**src/rtl/id_ex_if.sv**
```systemverilog
// Bundle between the ID stage, the ID/EX register and the EX-side consumers:
// decoded ID fields in, registered EX fields, stall requests and perf counters out.
interface id_ex_if #(
  parameter int XLEN  = 32,
  parameter int CNT_W = 32
);
  logic            id_valid;
  logic [XLEN-1:0] id_pc;
  logic [XLEN-1:0] id_rs1_data;
  logic [XLEN-1:0] id_rs2_data;
  logic [XLEN-1:0] id_imm;
  logic [4:0]      id_rs1;
  logic [4:0]      id_rs2;
  logic            id_use_rs1;
  logic            id_use_rs2;
  logic [4:0]      id_rd;
  logic [1:0]      id_asel;
  logic [1:0]      id_bsel;
  logic [3:0]      id_alu_op;
  logic            id_mem_read;
  logic            id_mem_write;
  logic            id_reg_write;
  logic [1:0]      id_wb_sel;
  logic            flush;
  logic            ext_stall;

  logic            ex_valid;
  logic [XLEN-1:0] ex_pc;
  logic [XLEN-1:0] ex_rs1_data;
  logic [XLEN-1:0] ex_rs2_data;
  logic [XLEN-1:0] ex_imm;
  logic [4:0]      ex_rs1;
  logic [4:0]      ex_rs2;
  logic            ex_use_rs1;
  logic            ex_use_rs2;
  logic [4:0]      ex_rd;
  logic [1:0]      ex_asel;
  logic [1:0]      ex_bsel;
  logic [3:0]      ex_alu_op;
  logic            ex_mem_read;
  logic            ex_mem_write;
  logic            ex_reg_write;
  logic [1:0]      ex_wb_sel;
  logic            stall_pc;
  logic            stall_ifid;
  logic [CNT_W-1:0] perf_stall_cnt;
  logic [CNT_W-1:0] perf_flush_cnt;

  modport master (
    output id_valid, id_pc, id_rs1_data, id_rs2_data, id_imm, id_rs1, id_rs2,
           id_use_rs1, id_use_rs2, id_rd, id_asel, id_bsel, id_alu_op,
           id_mem_read, id_mem_write, id_reg_write, id_wb_sel, flush, ext_stall,
    input  ex_valid, ex_pc, ex_rs1_data, ex_rs2_data, ex_imm, ex_rs1, ex_rs2,
           ex_use_rs1, ex_use_rs2, ex_rd, ex_asel, ex_bsel, ex_alu_op,
           ex_mem_read, ex_mem_write, ex_reg_write, ex_wb_sel,
           stall_pc, stall_ifid, perf_stall_cnt, perf_flush_cnt
  );

  modport slave (
    input  id_valid, id_pc, id_rs1_data, id_rs2_data, id_imm, id_rs1, id_rs2,
           id_use_rs1, id_use_rs2, id_rd, id_asel, id_bsel, id_alu_op,
           id_mem_read, id_mem_write, id_reg_write, id_wb_sel, flush, ext_stall,
    output ex_valid, ex_pc, ex_rs1_data, ex_rs2_data, ex_imm, ex_rs1, ex_rs2,
           ex_use_rs1, ex_use_rs2, ex_rd, ex_asel, ex_bsel, ex_alu_op,
           ex_mem_read, ex_mem_write, ex_reg_write, ex_wb_sel,
           stall_pc, stall_ifid, perf_stall_cnt, perf_flush_cnt
  );
endinterface

```
**src/rtl/id_ex_stage.sv**
```systemverilog
// ID/EX pipeline register with load-use hazard detection, flush and freeze.
// Optional saturating perf counters enabled by defining ID_EX_PERF_CNT_EN.
module id_ex_stage (
  input  logic    clk,
  input  logic    rst,
  id_ex_if.slave  bus
);
  logic lu;
  logic bubble;

  assign lu = bus.ex_valid && bus.ex_mem_read && (bus.ex_rd != 5'd0) && bus.id_valid &&
              ((bus.id_use_rs1 && (bus.id_rs1 == bus.ex_rd)) ||
               (bus.id_use_rs2 && (bus.id_rs2 == bus.ex_rd)));

  assign bus.stall_pc   = (lu && !bus.flush) || bus.ext_stall;
  assign bus.stall_ifid = (lu && !bus.flush) || bus.ext_stall;

  // Flush beats a freeze; an empty ID slot is loaded as a bubble too.
  assign bubble = bus.flush || (!bus.ext_stall && (lu || !bus.id_valid));

  always_ff @(posedge clk) begin
    if (rst) begin
      bus.ex_valid     <= 1'b0;
      bus.ex_pc        <= '0;
      bus.ex_rs1_data  <= '0;
      bus.ex_rs2_data  <= '0;
      bus.ex_imm       <= '0;
      bus.ex_rs1       <= 5'd0;
      bus.ex_rs2       <= 5'd0;
      bus.ex_use_rs1   <= 1'b0;
      bus.ex_use_rs2   <= 1'b0;
      bus.ex_rd        <= 5'd0;
      bus.ex_asel      <= 2'd0;
      bus.ex_bsel      <= 2'd0;
      bus.ex_alu_op    <= 4'd0;
      bus.ex_mem_read  <= 1'b0;
      bus.ex_mem_write <= 1'b0;
      bus.ex_reg_write <= 1'b0;
      bus.ex_wb_sel    <= 2'd0;
    end else if (bubble) begin
      // Zero the indices so forwarding never matches; data fields hold.
      bus.ex_valid     <= 1'b0;
      bus.ex_mem_read  <= 1'b0;
      bus.ex_mem_write <= 1'b0;
      bus.ex_reg_write <= 1'b0;
      bus.ex_rd        <= 5'd0;
      bus.ex_rs1       <= 5'd0;
      bus.ex_rs2       <= 5'd0;
    end else if (!bus.ext_stall) begin
      bus.ex_valid     <= bus.id_valid;
      bus.ex_pc        <= bus.id_pc;
      bus.ex_rs1_data  <= bus.id_rs1_data;
      bus.ex_rs2_data  <= bus.id_rs2_data;
      bus.ex_imm       <= bus.id_imm;
      bus.ex_rs1       <= bus.id_rs1;
      bus.ex_rs2       <= bus.id_rs2;
      bus.ex_use_rs1   <= bus.id_use_rs1;
      bus.ex_use_rs2   <= bus.id_use_rs2;
      bus.ex_rd        <= bus.id_rd;
      bus.ex_asel      <= bus.id_asel;
      bus.ex_bsel      <= bus.id_bsel;
      bus.ex_alu_op    <= bus.id_alu_op;
      bus.ex_mem_read  <= bus.id_mem_read;
      bus.ex_mem_write <= bus.id_mem_write;
      bus.ex_reg_write <= bus.id_reg_write;
      bus.ex_wb_sel    <= bus.id_wb_sel;
    end
  end

`ifdef ID_EX_PERF_CNT_EN
  always_ff @(posedge clk) begin
    if (rst) begin
      bus.perf_stall_cnt <= '0;
      bus.perf_flush_cnt <= '0;
    end else begin
      if (lu && !bus.flush && !bus.ext_stall && !(&bus.perf_stall_cnt))
        bus.perf_stall_cnt <= bus.perf_stall_cnt + 1'b1;
      if (bus.flush && bus.id_valid && !(&bus.perf_flush_cnt))
        bus.perf_flush_cnt <= bus.perf_flush_cnt + 1'b1;
    end
  end
`else
  assign bus.perf_stall_cnt = '0;
  assign bus.perf_flush_cnt = '0;
`endif
endmodule

```
**src/flat_wrapper.sv**
```systemverilog
// flat-port wrapper written by rule: the top's interface ports become plain ports
module id_ex_stage_flat 
  (clk, rst, bus_id_valid, bus_id_pc, bus_id_rs1_data, bus_id_rs2_data, bus_id_imm, bus_id_rs1, bus_id_rs2, bus_id_use_rs1, bus_id_use_rs2, bus_id_rd, bus_id_asel, bus_id_bsel, bus_id_alu_op, bus_id_mem_read, bus_id_mem_write, bus_id_reg_write, bus_id_wb_sel, bus_flush, bus_ext_stall, bus_ex_valid, bus_ex_pc, bus_ex_rs1_data, bus_ex_rs2_data, bus_ex_imm, bus_ex_rs1, bus_ex_rs2, bus_ex_use_rs1, bus_ex_use_rs2, bus_ex_rd, bus_ex_asel, bus_ex_bsel, bus_ex_alu_op, bus_ex_mem_read, bus_ex_mem_write, bus_ex_reg_write, bus_ex_wb_sel, bus_stall_pc, bus_stall_ifid, bus_perf_stall_cnt, bus_perf_flush_cnt);
  id_ex_if #(.XLEN(32), .CNT_W(32)) bus_i ();
  input  logic clk;
  input  logic rst;
  input wire logic [$bits(bus_i.id_valid)-1:0] bus_id_valid;
  input wire logic [$bits(bus_i.id_pc)-1:0] bus_id_pc;
  input wire logic [$bits(bus_i.id_rs1_data)-1:0] bus_id_rs1_data;
  input wire logic [$bits(bus_i.id_rs2_data)-1:0] bus_id_rs2_data;
  input wire logic [$bits(bus_i.id_imm)-1:0] bus_id_imm;
  input wire logic [$bits(bus_i.id_rs1)-1:0] bus_id_rs1;
  input wire logic [$bits(bus_i.id_rs2)-1:0] bus_id_rs2;
  input wire logic [$bits(bus_i.id_use_rs1)-1:0] bus_id_use_rs1;
  input wire logic [$bits(bus_i.id_use_rs2)-1:0] bus_id_use_rs2;
  input wire logic [$bits(bus_i.id_rd)-1:0] bus_id_rd;
  input wire logic [$bits(bus_i.id_asel)-1:0] bus_id_asel;
  input wire logic [$bits(bus_i.id_bsel)-1:0] bus_id_bsel;
  input wire logic [$bits(bus_i.id_alu_op)-1:0] bus_id_alu_op;
  input wire logic [$bits(bus_i.id_mem_read)-1:0] bus_id_mem_read;
  input wire logic [$bits(bus_i.id_mem_write)-1:0] bus_id_mem_write;
  input wire logic [$bits(bus_i.id_reg_write)-1:0] bus_id_reg_write;
  input wire logic [$bits(bus_i.id_wb_sel)-1:0] bus_id_wb_sel;
  input wire logic [$bits(bus_i.flush)-1:0] bus_flush;
  input wire logic [$bits(bus_i.ext_stall)-1:0] bus_ext_stall;
  output wire logic [$bits(bus_i.ex_valid)-1:0] bus_ex_valid;
  output wire logic [$bits(bus_i.ex_pc)-1:0] bus_ex_pc;
  output wire logic [$bits(bus_i.ex_rs1_data)-1:0] bus_ex_rs1_data;
  output wire logic [$bits(bus_i.ex_rs2_data)-1:0] bus_ex_rs2_data;
  output wire logic [$bits(bus_i.ex_imm)-1:0] bus_ex_imm;
  output wire logic [$bits(bus_i.ex_rs1)-1:0] bus_ex_rs1;
  output wire logic [$bits(bus_i.ex_rs2)-1:0] bus_ex_rs2;
  output wire logic [$bits(bus_i.ex_use_rs1)-1:0] bus_ex_use_rs1;
  output wire logic [$bits(bus_i.ex_use_rs2)-1:0] bus_ex_use_rs2;
  output wire logic [$bits(bus_i.ex_rd)-1:0] bus_ex_rd;
  output wire logic [$bits(bus_i.ex_asel)-1:0] bus_ex_asel;
  output wire logic [$bits(bus_i.ex_bsel)-1:0] bus_ex_bsel;
  output wire logic [$bits(bus_i.ex_alu_op)-1:0] bus_ex_alu_op;
  output wire logic [$bits(bus_i.ex_mem_read)-1:0] bus_ex_mem_read;
  output wire logic [$bits(bus_i.ex_mem_write)-1:0] bus_ex_mem_write;
  output wire logic [$bits(bus_i.ex_reg_write)-1:0] bus_ex_reg_write;
  output wire logic [$bits(bus_i.ex_wb_sel)-1:0] bus_ex_wb_sel;
  output wire logic [$bits(bus_i.stall_pc)-1:0] bus_stall_pc;
  output wire logic [$bits(bus_i.stall_ifid)-1:0] bus_stall_ifid;
  output wire logic [$bits(bus_i.perf_stall_cnt)-1:0] bus_perf_stall_cnt;
  output wire logic [$bits(bus_i.perf_flush_cnt)-1:0] bus_perf_flush_cnt;
  assign bus_i.id_valid = bus_id_valid;
  assign bus_i.id_pc = bus_id_pc;
  assign bus_i.id_rs1_data = bus_id_rs1_data;
  assign bus_i.id_rs2_data = bus_id_rs2_data;
  assign bus_i.id_imm = bus_id_imm;
  assign bus_i.id_rs1 = bus_id_rs1;
  assign bus_i.id_rs2 = bus_id_rs2;
  assign bus_i.id_use_rs1 = bus_id_use_rs1;
  assign bus_i.id_use_rs2 = bus_id_use_rs2;
  assign bus_i.id_rd = bus_id_rd;
  assign bus_i.id_asel = bus_id_asel;
  assign bus_i.id_bsel = bus_id_bsel;
  assign bus_i.id_alu_op = bus_id_alu_op;
  assign bus_i.id_mem_read = bus_id_mem_read;
  assign bus_i.id_mem_write = bus_id_mem_write;
  assign bus_i.id_reg_write = bus_id_reg_write;
  assign bus_i.id_wb_sel = bus_id_wb_sel;
  assign bus_i.flush = bus_flush;
  assign bus_i.ext_stall = bus_ext_stall;
  assign bus_ex_valid = bus_i.ex_valid;
  assign bus_ex_pc = bus_i.ex_pc;
  assign bus_ex_rs1_data = bus_i.ex_rs1_data;
  assign bus_ex_rs2_data = bus_i.ex_rs2_data;
  assign bus_ex_imm = bus_i.ex_imm;
  assign bus_ex_rs1 = bus_i.ex_rs1;
  assign bus_ex_rs2 = bus_i.ex_rs2;
  assign bus_ex_use_rs1 = bus_i.ex_use_rs1;
  assign bus_ex_use_rs2 = bus_i.ex_use_rs2;
  assign bus_ex_rd = bus_i.ex_rd;
  assign bus_ex_asel = bus_i.ex_asel;
  assign bus_ex_bsel = bus_i.ex_bsel;
  assign bus_ex_alu_op = bus_i.ex_alu_op;
  assign bus_ex_mem_read = bus_i.ex_mem_read;
  assign bus_ex_mem_write = bus_i.ex_mem_write;
  assign bus_ex_reg_write = bus_i.ex_reg_write;
  assign bus_ex_wb_sel = bus_i.ex_wb_sel;
  assign bus_stall_pc = bus_i.stall_pc;
  assign bus_stall_ifid = bus_i.stall_ifid;
  assign bus_perf_stall_cnt = bus_i.perf_stall_cnt;
  assign bus_perf_flush_cnt = bus_i.perf_flush_cnt;
  id_ex_stage u_core (.clk(clk), .rst(rst), .bus(bus_i));
endmodule
```
**config.mk**
```make
export PLATFORM = sky130hd
export DESIGN_NAME = id_ex_stage_flat
export DESIGN_NICKNAME = d
export VERILOG_FILES = /design/src/rtl/id_ex_if.sv /design/src/rtl/id_ex_stage.sv /design/src/flat_wrapper.sv
export SDC_FILE = /design/constraint.sdc
export NUM_CORES = 1
export LEC_CHECK = 0
export ABC_CLOCK_PERIOD_IN_PS = 2130
export BUFFER_PORTS_ARGS = -buffer_cell sky130_fd_sc_hd__buf_2
export CAP_MARGIN = 20
export CORE_MARGIN = 2
export CORE_UTILIZATION = 24
export CTS_CLUSTER_SIZE = 24
export DETAILED_ROUTE_END_ITERATION = 10
export GPL_ROUTABILITY_DRIVEN = 1
export HOLD_SLACK_MARGIN = 0.08
export PLACE_DENSITY = 0.43
export SYNTH_ARGS = -nofsm -noshare
export SYNTH_HDL_FRONTEND = slang
export SYNTH_SLANG_ARGS = --single-unit
```
**constraint.sdc**
```tcl
create_clock -name clk -period 2.13 [get_ports clk]
set_input_delay 0.3195 -clock clk [delete_from_list [all_inputs] [get_ports clk]]
set_output_delay 0.3195 -clock clk [all_outputs]
set_load 0.01 [all_outputs]
```
## Word-level counts from Yosys, hierarchy flattened

Index checks and enable logic that the tools add are counted.

- Bits in registers: 159
- Logic and storage cells: 39
- Bits of input ports: 163
- Output and inout bits: 225

- Bitwise logic cells: 2
- Equal/unequal tests: 2
- Reductions and logical operators: 18

Operators by type and width:

| cell | number |
|---|---|
| $eq 5x5->1 | 2 |
| $logic_and 1x1->1 | 8 |
| $reduce_bool 5->1 | 1 |
| $logic_or 1x1->1 | 4 |
| $logic_not 1->1 | 3 |
| $not 1->1 | 2 |
| $reduce_and 2->1 | 1 |
| $reduce_or 2->1 | 1 |

## Logic depth before layout (Yosys ltp)

Gate-level depths: netlist (run 1).

- Depth after elaboration: 9
- Gate-level depth with buffers: 8
- Mapped depth without buffers: 5

## Worst setup path after synthesis (run 1)

OpenSTA, ideal clock, no wires.

- Path kind: register to output
- Start point: reg u_core.bus.ex_rd[4] (netlist bit)
- End point: out bus_stall_pc
- Path slack: 0.002 ns
- Cell stages (with the launch flop): 9
- Arrival time: 1.808 ns
- Required time: 1.811 ns
- Buffers on the path: 4
- Cell sequence: dfxtp_1 -> xnor2_1 -> nand4_1 -> o22ai_1 -> buf_2 -> buf_2 -> buf_2 -> a31o_2 -> buf_4

- Longest elaborated chain between the ends: 6
- Elaborated cells on any way between the ends: 11
- Classes of those cells: 2 x eq/ne; 9 x reduce/logical

RTL lines:

| what | line | text |
|---|---|---|
| from (decl) | id_ex_if.sv:64 | `ex_use_rs1, ex_use_rs2, ex_rd, ex_asel, ex_bsel, ex_alu_op,` |
| from (signal assigned) | id_ex_stage.sv:59 | `bus.ex_rd <= bus.id_rd;` |
| $eq 5x5->1, or another cell as far along | id_ex_stage.sv:12 | `((bus.id_use_rs1 && (bus.id_rs1 == bus.ex_rd)) \|\|` |
| $logic_and 1x1->1, on equally long branches | id_ex_stage.sv:12, id_ex_stage.sv:11, id_ex_stage.sv:13 |  |
| $logic_or 1x1->1 or $logic_and 1x1->1 (tied branches) | id_ex_stage.sv:12, id_ex_stage.sv:11 |  |
| $logic_and 1x1->1 (*) | id_ex_stage.sv:11 | `assign lu = bus.ex_valid && bus.ex_mem_read && (bus.ex_rd != 5'd0) && bus.id_valid &&` |
| $logic_and 1x1->1 (*) | - |  |
| $logic_or 1x1->1 (*) | - |  |
| to (decl) | flat_wrapper.sv:43 | `output wire logic [$bits(bus_i.stall_pc)-1:0] bus_stall_pc;` |

Mark *: on every way between the ends. The rest lies on a longest branch, timed or not.

## Worst setup path in the final report (run 1)

- Start point: reg u_core.bus.ex_rd[2] (netlist bit)
- End point: out bus_stall_pc

- Longest elaborated chain between the ends: 6
- Elaborated cells on any way between the ends: 11
- Classes of those cells: 2 x eq/ne; 9 x reduce/logical

RTL lines:

| what | line | text |
|---|---|---|
| $eq 5x5->1, or another cell as far along | id_ex_stage.sv:12 |  |
| $logic_and 1x1->1, on equally long branches | id_ex_stage.sv:12, id_ex_stage.sv:11, id_ex_stage.sv:13 |  |
| $logic_or 1x1->1 or $logic_and 1x1->1 (tied branches) | id_ex_stage.sv:12, id_ex_stage.sv:11 |  |
| $logic_and 1x1->1 (*) | id_ex_stage.sv:11 |  |
| $logic_and 1x1->1 (*) | id_ex_stage.sv:15 | `assign bus.stall_pc = (lu && !bus.flush) \|\| bus.ext_stall;` |
| $logic_or 1x1->1 (*) | id_ex_stage.sv:15 |  |

Marks and branches as above.

==> qor.yml, run 1 <==
status: "finished with violations"
violations: "negative setup slack"
hp-class: "input pin to register"
p_per_area_nw_per_um2: 583
drt_iter0_drc: 503
die_w_um: 206
numPortBuffers: 323
numPlacedInstances: 1865
grt-ovfl-total: 0
fin_util_pct: 32.7
worstMarginPinSlew_ns: 0.706
comb_power_share_pct: 15.1
power.share.clock_pct: 42.6
grt_pass1_vias: 8898
htree_levels: 4
grt_pass1_wl_um: 48600
worst_hold_slack_ns: 0.125
finalSetupViolations: 2
path_max_fanout: 2
wl_per_cell_um: 17.6
power.total_w: 0.00774
slowest_stage: "or4_4"
crit_arrival_ns: 1.88
synth_cell_type_count: 25
rsz0062_at_grt: "yes"
viasPerCell: 4.88
grt_max_degree: 138
cp.required_ns: 1.81
synth_flop_cell: "dfxtp_1"
clk_path_buf_depth: 2
ir_worst_vdd_mv: 0.520
ys_ff_latch: 159
tritoncts: "built"
drt-total-wl_um: 34200
synth.area.top_cells: "dfxtp_1, nor3b_1, mux2i_1, a32oi_1, buf_4"
layout.nets: 1559
gp_congestion: 0.725
die_h_um: 206
ys_seq_area_share_pct: 32.3
cts.sinks: 159
worstSetupStartpointType: "register"
fp.dieArea_um2: 42600
synth-edff-count: 0
p_leak_nw: 5.57
yosys_warnings: 0
synth_most_common_cell: "nor3b_1"
postRouteAntennaNets: 0
hold_viol: 0
syn_area_per_cell_um2: 8.98
cts_buffers: 17
path_class: "register to output port"
core_area_um2: 40600
n_antenna_cell: 0
pre_cts_slack_ns: -0.0158
areaGrowthSynthToFinish_pct: 34.9
root_buffer: "clkbuf_16"
ios: 388
finalNonFillerCells: 1941
fin_ws_ns: -0.0670
p_sw_share_pct: 27.6
num_vias: 9472
path_clk_slew_ns: 0.06
num_rows: 74
p_seq_share_pct: 42.3
period_share_pct: 103
fmax_ghz: 0.455
crit_chain: "or4_4 > o21ai_4 > inv_2 > a31o_4 > buf_6"
cp-end-kind: "output port"
dpl.hpwl_um: 21000
internal_power_w: 0.00561
async_reset_ff_share_pct: 0
relSlewSlack_pct: 52.9
synthCells: 1096
yosysTopAreaCell: "dfxtp_1"
synth_top_area_share_pct: 32.3
drive_above_1_share_pct: 31.3
first_pass_iters: 5
final.setup_skew_ns: 0.00769
maxCapViolations: 0
drc: 0
grt_use_total_pct: 14.4
synth_common_cells: "nor3b_1, dfxtp_1, nand2_1, a32oi_1, mux2i_1"
period_needed_ns: 2.20
insertion_delay_ns: 0.46
drv_slew: 0
slowest_delay_ns: 0.54
grt_antenna_before_repair: 4
syn-cell-area_um2: 9840
p_switching_w: 0.00213
start_util_pct: 24.2
cell usage in the layout (no fill, tap or decap), types with 2 or more instances in the layout:
| cell | synthesis | final |
|---|---|---|
| a32oi_1 | 140 | 140 |
| buf_2 | 35 | 320 |
| clkinv_2 | 0 | 4 |
| clkbuf_16 | 0 | 30 |
| buf_12 | 0 | 12 |
| xnor2_2 | 0 | 3 |
| conb_1 | 1 | 64 |
| buf_16 | 0 | 8 |
| dfxtp_2 | 0 | 4 |
| mux2i_1 | 140 | 140 |
| clkbuf_8 | 0 | 3 |
| and3_1 | 2 | 2 |
| xnor2_1 | 10 | 7 |
| nand4_1 | 2 | 2 |
| buf_6 | 1 | 11 |
| a22o_1 | 18 | 18 |
| dfxtp_1 | 159 | 155 |
| nand2_1 | 142 | 142 |
| clkbuf_1 | 79 | 2 |
| dlygate4sd3_1 | 0 | 13 |
| bufinv_16 | 0 | 3 |
| buf_4 | 72 | 31 |
| buf_8 | 0 | 2 |
| clkinv_4 | 0 | 2 |
| nor3b_1 | 280 | 280 |
path summary, 6_finish.rpt:
check / start / to / slack (ns) / cells past startpoint
max: u_core.bus.ex_rd[2] / bus_stall_pc / -0.07 / 5
min: bus_id_rs2[3] / u_core.bus.ex_rs2[3] / 0.13 / 2
max reg2reg: u_core.bus.ex_rd[2] / u_core.bus.ex_imm[15] / 0.06 / 10
min reg2reg: u_core.bus.ex_rs1[0] / u_core.bus.ex_rs1[0] / 0.47 / 1
layout make-up:
type / count / area, um2
multi-input combinational: 805 / 5900
clock inverter: 10 / 135
fill: 4341 / 27400
clock buffer: 22 / 474
tap: 532 / 666
timing repair buffer: 410 / 2900
sequential: 159 / 3190
inverter: 3 / 13.8
logic make-up after synthesis:
| logic type | Yosys count | share of synthesized area, % |
|---|---|---|
| AOI/OAI and AO/OA | 163 | 14.6 |
| xor gates and xnor gates | 10 | 0.890 |
| buffers and inverters | 195 | 10.7 |
| DFF | 159 | 32.3 |
| muxes | 140 | 14.2 |
| other | 1 | 0.0381 |
| and+or+nand+nor | 428 | 27.2 |
critical path, delay by kind of cell (launching register included):
| family | cells | cell delay (ns) |
|---|---|---|
| AO/OA/AOI/OAI | 2 | 0.40 |
| AND/OR/NAND/NOR | 1 | 0.54 |
| flip-flops | 1 | 0.32 |
| buffers and inverters | 2 | 0.17 |
per-stage QoR:
step | instance area (um2) | TNS [ns]
after floorplan | 10100 | 0
after global routing | 13300 | -0.481
after detailed placement | 11900 | -0.0841
after global placement | 11900 | -0.719
after CTS | 12700 | -0.254
final | 13300 | -0.134
routing by layer:
layer | vias up | share of wire, % | GRT usage [%]
li1 | 4579 | - | -
met5 | - | 0.12 | 0
met3 | 34 | 7.9 | 5.52
met1 | 4559 | 46 | 18.5
met4 | 8 | 1.4 | 4.26
met2 | 292 | 45 | 22.4
power by group through the flow:
stage / Clock (W) / Combinational (W) / Sequential, W
after detailed placement: 0 / 0.00114 / 0.00334
after global routing: 0.00355 / 0.00128 / 0.00330
after CTS: 0.00344 / 0.00117 / 0.00327
final: 0.00330 / 0.00117 / 0.00327
after floorplan: 0 / 0.000644 / 0.00340
after global placement: 0 / 0.00114 / 0.00333
timing repair:
action,4_1_cts,5_1_grt
resized for setup,7,26
hold buffers,13,0
pin swaps,5,4
setup endpoints to repair,20,123
buffers inserted,5,13
hold endpoints to repair,13,0
cloned,0,13
sequential cells by signal (all words and copies together) (netlist names), 2 cells and up:
| signal | count |
|---|---|
| u_core.bus.ex_pc | 32 |
| u_core.bus.ex_asel | 2 |
| u_core.bus.ex_wb_sel | 2 |
| u_core.bus.ex_alu_op | 4 |
| u_core.bus.ex_rd | 5 |
| u_core.bus.ex_imm | 32 |
| u_core.bus.ex_rs2 | 5 |
| u_core.bus.ex_bsel | 2 |
| u_core.bus.ex_rs2_data | 32 |
| u_core.bus.ex_rs1_data | 32 |
| u_core.bus.ex_rs1 | 5 |
(Power assumes the default switching activity.)
==> run 2, diff against run 1 <==
--- a/config.mk
+++ b/config.mk
@@ -9,12 +9,12 @@
 export BUFFER_PORTS_ARGS = -buffer_cell sky130_fd_sc_hd__buf_2
 export CAP_MARGIN = 20
 export CORE_MARGIN = 2
-export CORE_UTILIZATION = 24
+export CORE_UTILIZATION = 30
 export CTS_CLUSTER_SIZE = 24
 export DETAILED_ROUTE_END_ITERATION = 10
 export GPL_ROUTABILITY_DRIVEN = 1
 export HOLD_SLACK_MARGIN = 0.08
-export PLACE_DENSITY = 0.43
+export PLACE_DENSITY = 0.52
 export SYNTH_ARGS = -nofsm -noshare
 export SYNTH_HDL_FRONTEND = slang
 export SYNTH_SLANG_ARGS = --single-unit
==> qor.yml, run 2 (synthesized netlist as in run 1, its figures left out) <==
final.setup_skew_ns: 0.00964  # +0.00195 ns
fmax_ghz: 0.461  # +1.2%
grt_pass1_vias: 8604  # -3.3%
gp_congestion: 0.762  # +5.1%
most-common-layout-cells: "buf_2, nor3b_1, dfxtp_1"
p_per_area_nw_per_um2: 612  # +5.0%
cp.required_ns: 1.81  # about the same
path_max_fanout: 2  # unchanged
insertion_delay_ns: 0.44  # -0.02 ns
hold_path_depth: 2  # unchanged
p_seq_share_pct: 41.6  # -0.7 points
tritoncts: "built"
cp-end-kind: "output port"
wl_per_cell_um: 16.9  # -4.0%
n_fill_cell: 3299  # -24%
hp-class: "input pin to register"
clk_path_buf_depth: 2  # unchanged
die_w_um: 185  # -10%
path_clk_slew_ns: 0.07  # about the same
grt_pass1_wl_um: 46500  # -4.1%
dpl.hpwl_um: 20600  # -2.0%
core_area_um2: 32500  # -20%
areaGrowthSynthToFinish_pct: 30.5
drt_iter0_drc: 457  # -9.1%
period_needed_ns: 2.17  # -0.0259 ns
fin_ws_ns: -0.0410  # +0.0259 ns
maxCapViolations: 0  # unchanged
drv_slew: 0  # unchanged
ir_worst_vdd_mv: 0.518  # -0.42%
rsz0062_at_grt: "yes"
cts_buffers: 17  # unchanged
finalSetupViolations: 2  # unchanged
hold_viol: 0  # unchanged
min_to: "u_core.bus.ex_rd[3]"
multi_input_area_um2: 5880  # -0.25%
final_common_cell: "buf_2"
internal_power_w: 0.00571  # +1.8%
crit_arrival_ns: 1.85  # -0.03 ns
status: "finished with violations"
p_sw_share_pct: 27.4  # -0.21 points
path_class: "register to output port"
num_rows: 66  # -11%
p_leak_nw: 5.39  # -3.1%
fp.dieArea_um2: 34300  # -20%
worstSetupStartpointType: "register"
placed_cell_area_um2: 11900  # +0.52%
num_vias: 9355  # -1.2%
grt_max_degree: 137  # -0.72%
r2r_end: "u_core.bus.ex_imm[3]"
grt_use_total_pct: 17.0  # +2.5 points
relSlewSlack_pct: 43.3  # -9.6 points
numPlacedInstances: 1795  # -3.8%
layout.nets: 1550  # -0.58%
p_switching_w: 0.00215  # +0.77%
grt_antenna_before_repair: 4  # unchanged
reg2reg_depth: 8  # -2
viasPerCell: 5.08  # +4.0%
root_buffer: "clkbuf_16"
period_share_pct: 102  # -1.2 points
cts.sinks: 159  # unchanged
drt-total-wl_um: 31200  # -8.8%
ios: 388  # unchanged
die_h_um: 185  # -10%
numPortBuffers: 323  # unchanged
finalNonFillerCells: 1843  # -5.0%
postRouteAntennaNets: 0  # unchanged
drive_above_1_share_pct: 31.1  # -0.16 points
grt-ovfl-total: 0  # unchanged
seq_area_um2: 3180  # -0.12%
first_pass_iters: 5  # unchanged
r2r_slack_ns: 0.08  # +0.02 ns
violations: "negative setup slack"
drc: 0  # unchanged
comb_power_share_pct: 14.8  # -0.3 points
htree_levels: 4  # unchanged
worst_hold_slack_ns: 0.114  # -0.0119 ns
power.share.clock_pct: 43.6  # +1.0 points
hp-start: "bus_id_rd[3]"
design_area_um2: 12800  # -3.3%
start_util_pct: 30.3  # +6.1 points
rr_startpoint: "u_core.bus.ex_rd[0]"
worstMarginPinSlew_ns: 0.851  # +0.145 ns
-- run 2: stage by stage --
| stage | TNS (ns) | util, % | power [W] | setup slack, ns |
|---|---|---|---|---|
| after floorplan | 0 | - | 0.00405 | 0.00220 |
| after global placement | 0 | 36.8 | 0.00446 | 0.0192 |
| after detailed placement | 0 | 36.8 | 0.00447 | 0.000819 |
| after CTS | -0.202 | 39.2 | 0.00795 | -0.101 |
| after global routing | -1.06 | 39.6 | 0.00820 | -0.118 |
| final | -0.0821 | 39.6 | 0.00786 | -0.0410 |
-- run 2: power groups by stage --
stage	Sequential [W]	Clock, W	Combinational, W
final	0.00327	0.00343	0.00116
after floorplan	0.00340	0	0.000644
after detailed placement	0.00333	0	0.00114
after global placement	0.00333	0	0.00114
after global routing	0.00329	0.00364	0.00127
after CTS	0.00327	0.00352	0.00116
-- run 2: how the worst max path moves through the flow --
| stage | start | to | slack (ns) | depth (start not counted) |
|---|---|---|---|---|
| 2_1_floorplan | u_core.bus.ex_rd[4] | bus_stall_pc | 0.002 | 8 |
| 3_3_place_gp | u_core.bus.ex_rd[0] | u_core.bus.ex_rd[1] | 0.02 | 5 |
| 3_5_place_dp | u_core.bus.ex_rd[0] | u_core.bus.ex_rs1[2] | 0.0008 | 5 |
| 4_1_cts | u_core.bus.ex_rd[2] | bus_stall_pc | -0.10 | 5 |
| 5_1_grt | u_core.bus.ex_rd[0] | bus_stall_pc | -0.12 | 5 |
| 6_report | u_core.bus.ex_rd[0] | bus_stall_pc | -0.04 | 5 |
-- run 2: area by class of cell --
cell class | instances | share of cell area, %
multi-input combinational | 805 | 45.8
sequential | 159 | 24.8
timing repair buffer | 401 | 20.0
tap | 442 | 4.31
clock buffer | 20 | 3.56
clock inverter | 12 | 1.41
inverter | 3 | 0.107
antenna | 1 | 0.0195
-- run 2: metal layers --
layer / wire length (um) / vias up / global-route usage [%]
li1: - / 4559 / -
met1: 14100 / 4490 / 21.5
met2: 14200 / 283 / 27.1
met3: 2550 / 21 / 6.17
met4: 365 / 2 / 4.60
met5: 7 / - / 0
-- run 2: repair_timing --
action                                 CTS  global route
endpoints found under the hold margin    5             0
setup endpoints to repair               10           127
setup buffers                            6             2
gates resized for setup                  7             3
hold buffers                             5             0
pin swaps                                7             3
gates cloned                             0             4
-- run 2: critical path, cell delays in order, from the launching register on --
cell	delay (ns)
dfxtp_1	0.31
or4_4	0.54
o21ai_4	0.15
inv_2	0.06
a31o_4	0.24
buf_6	0.12
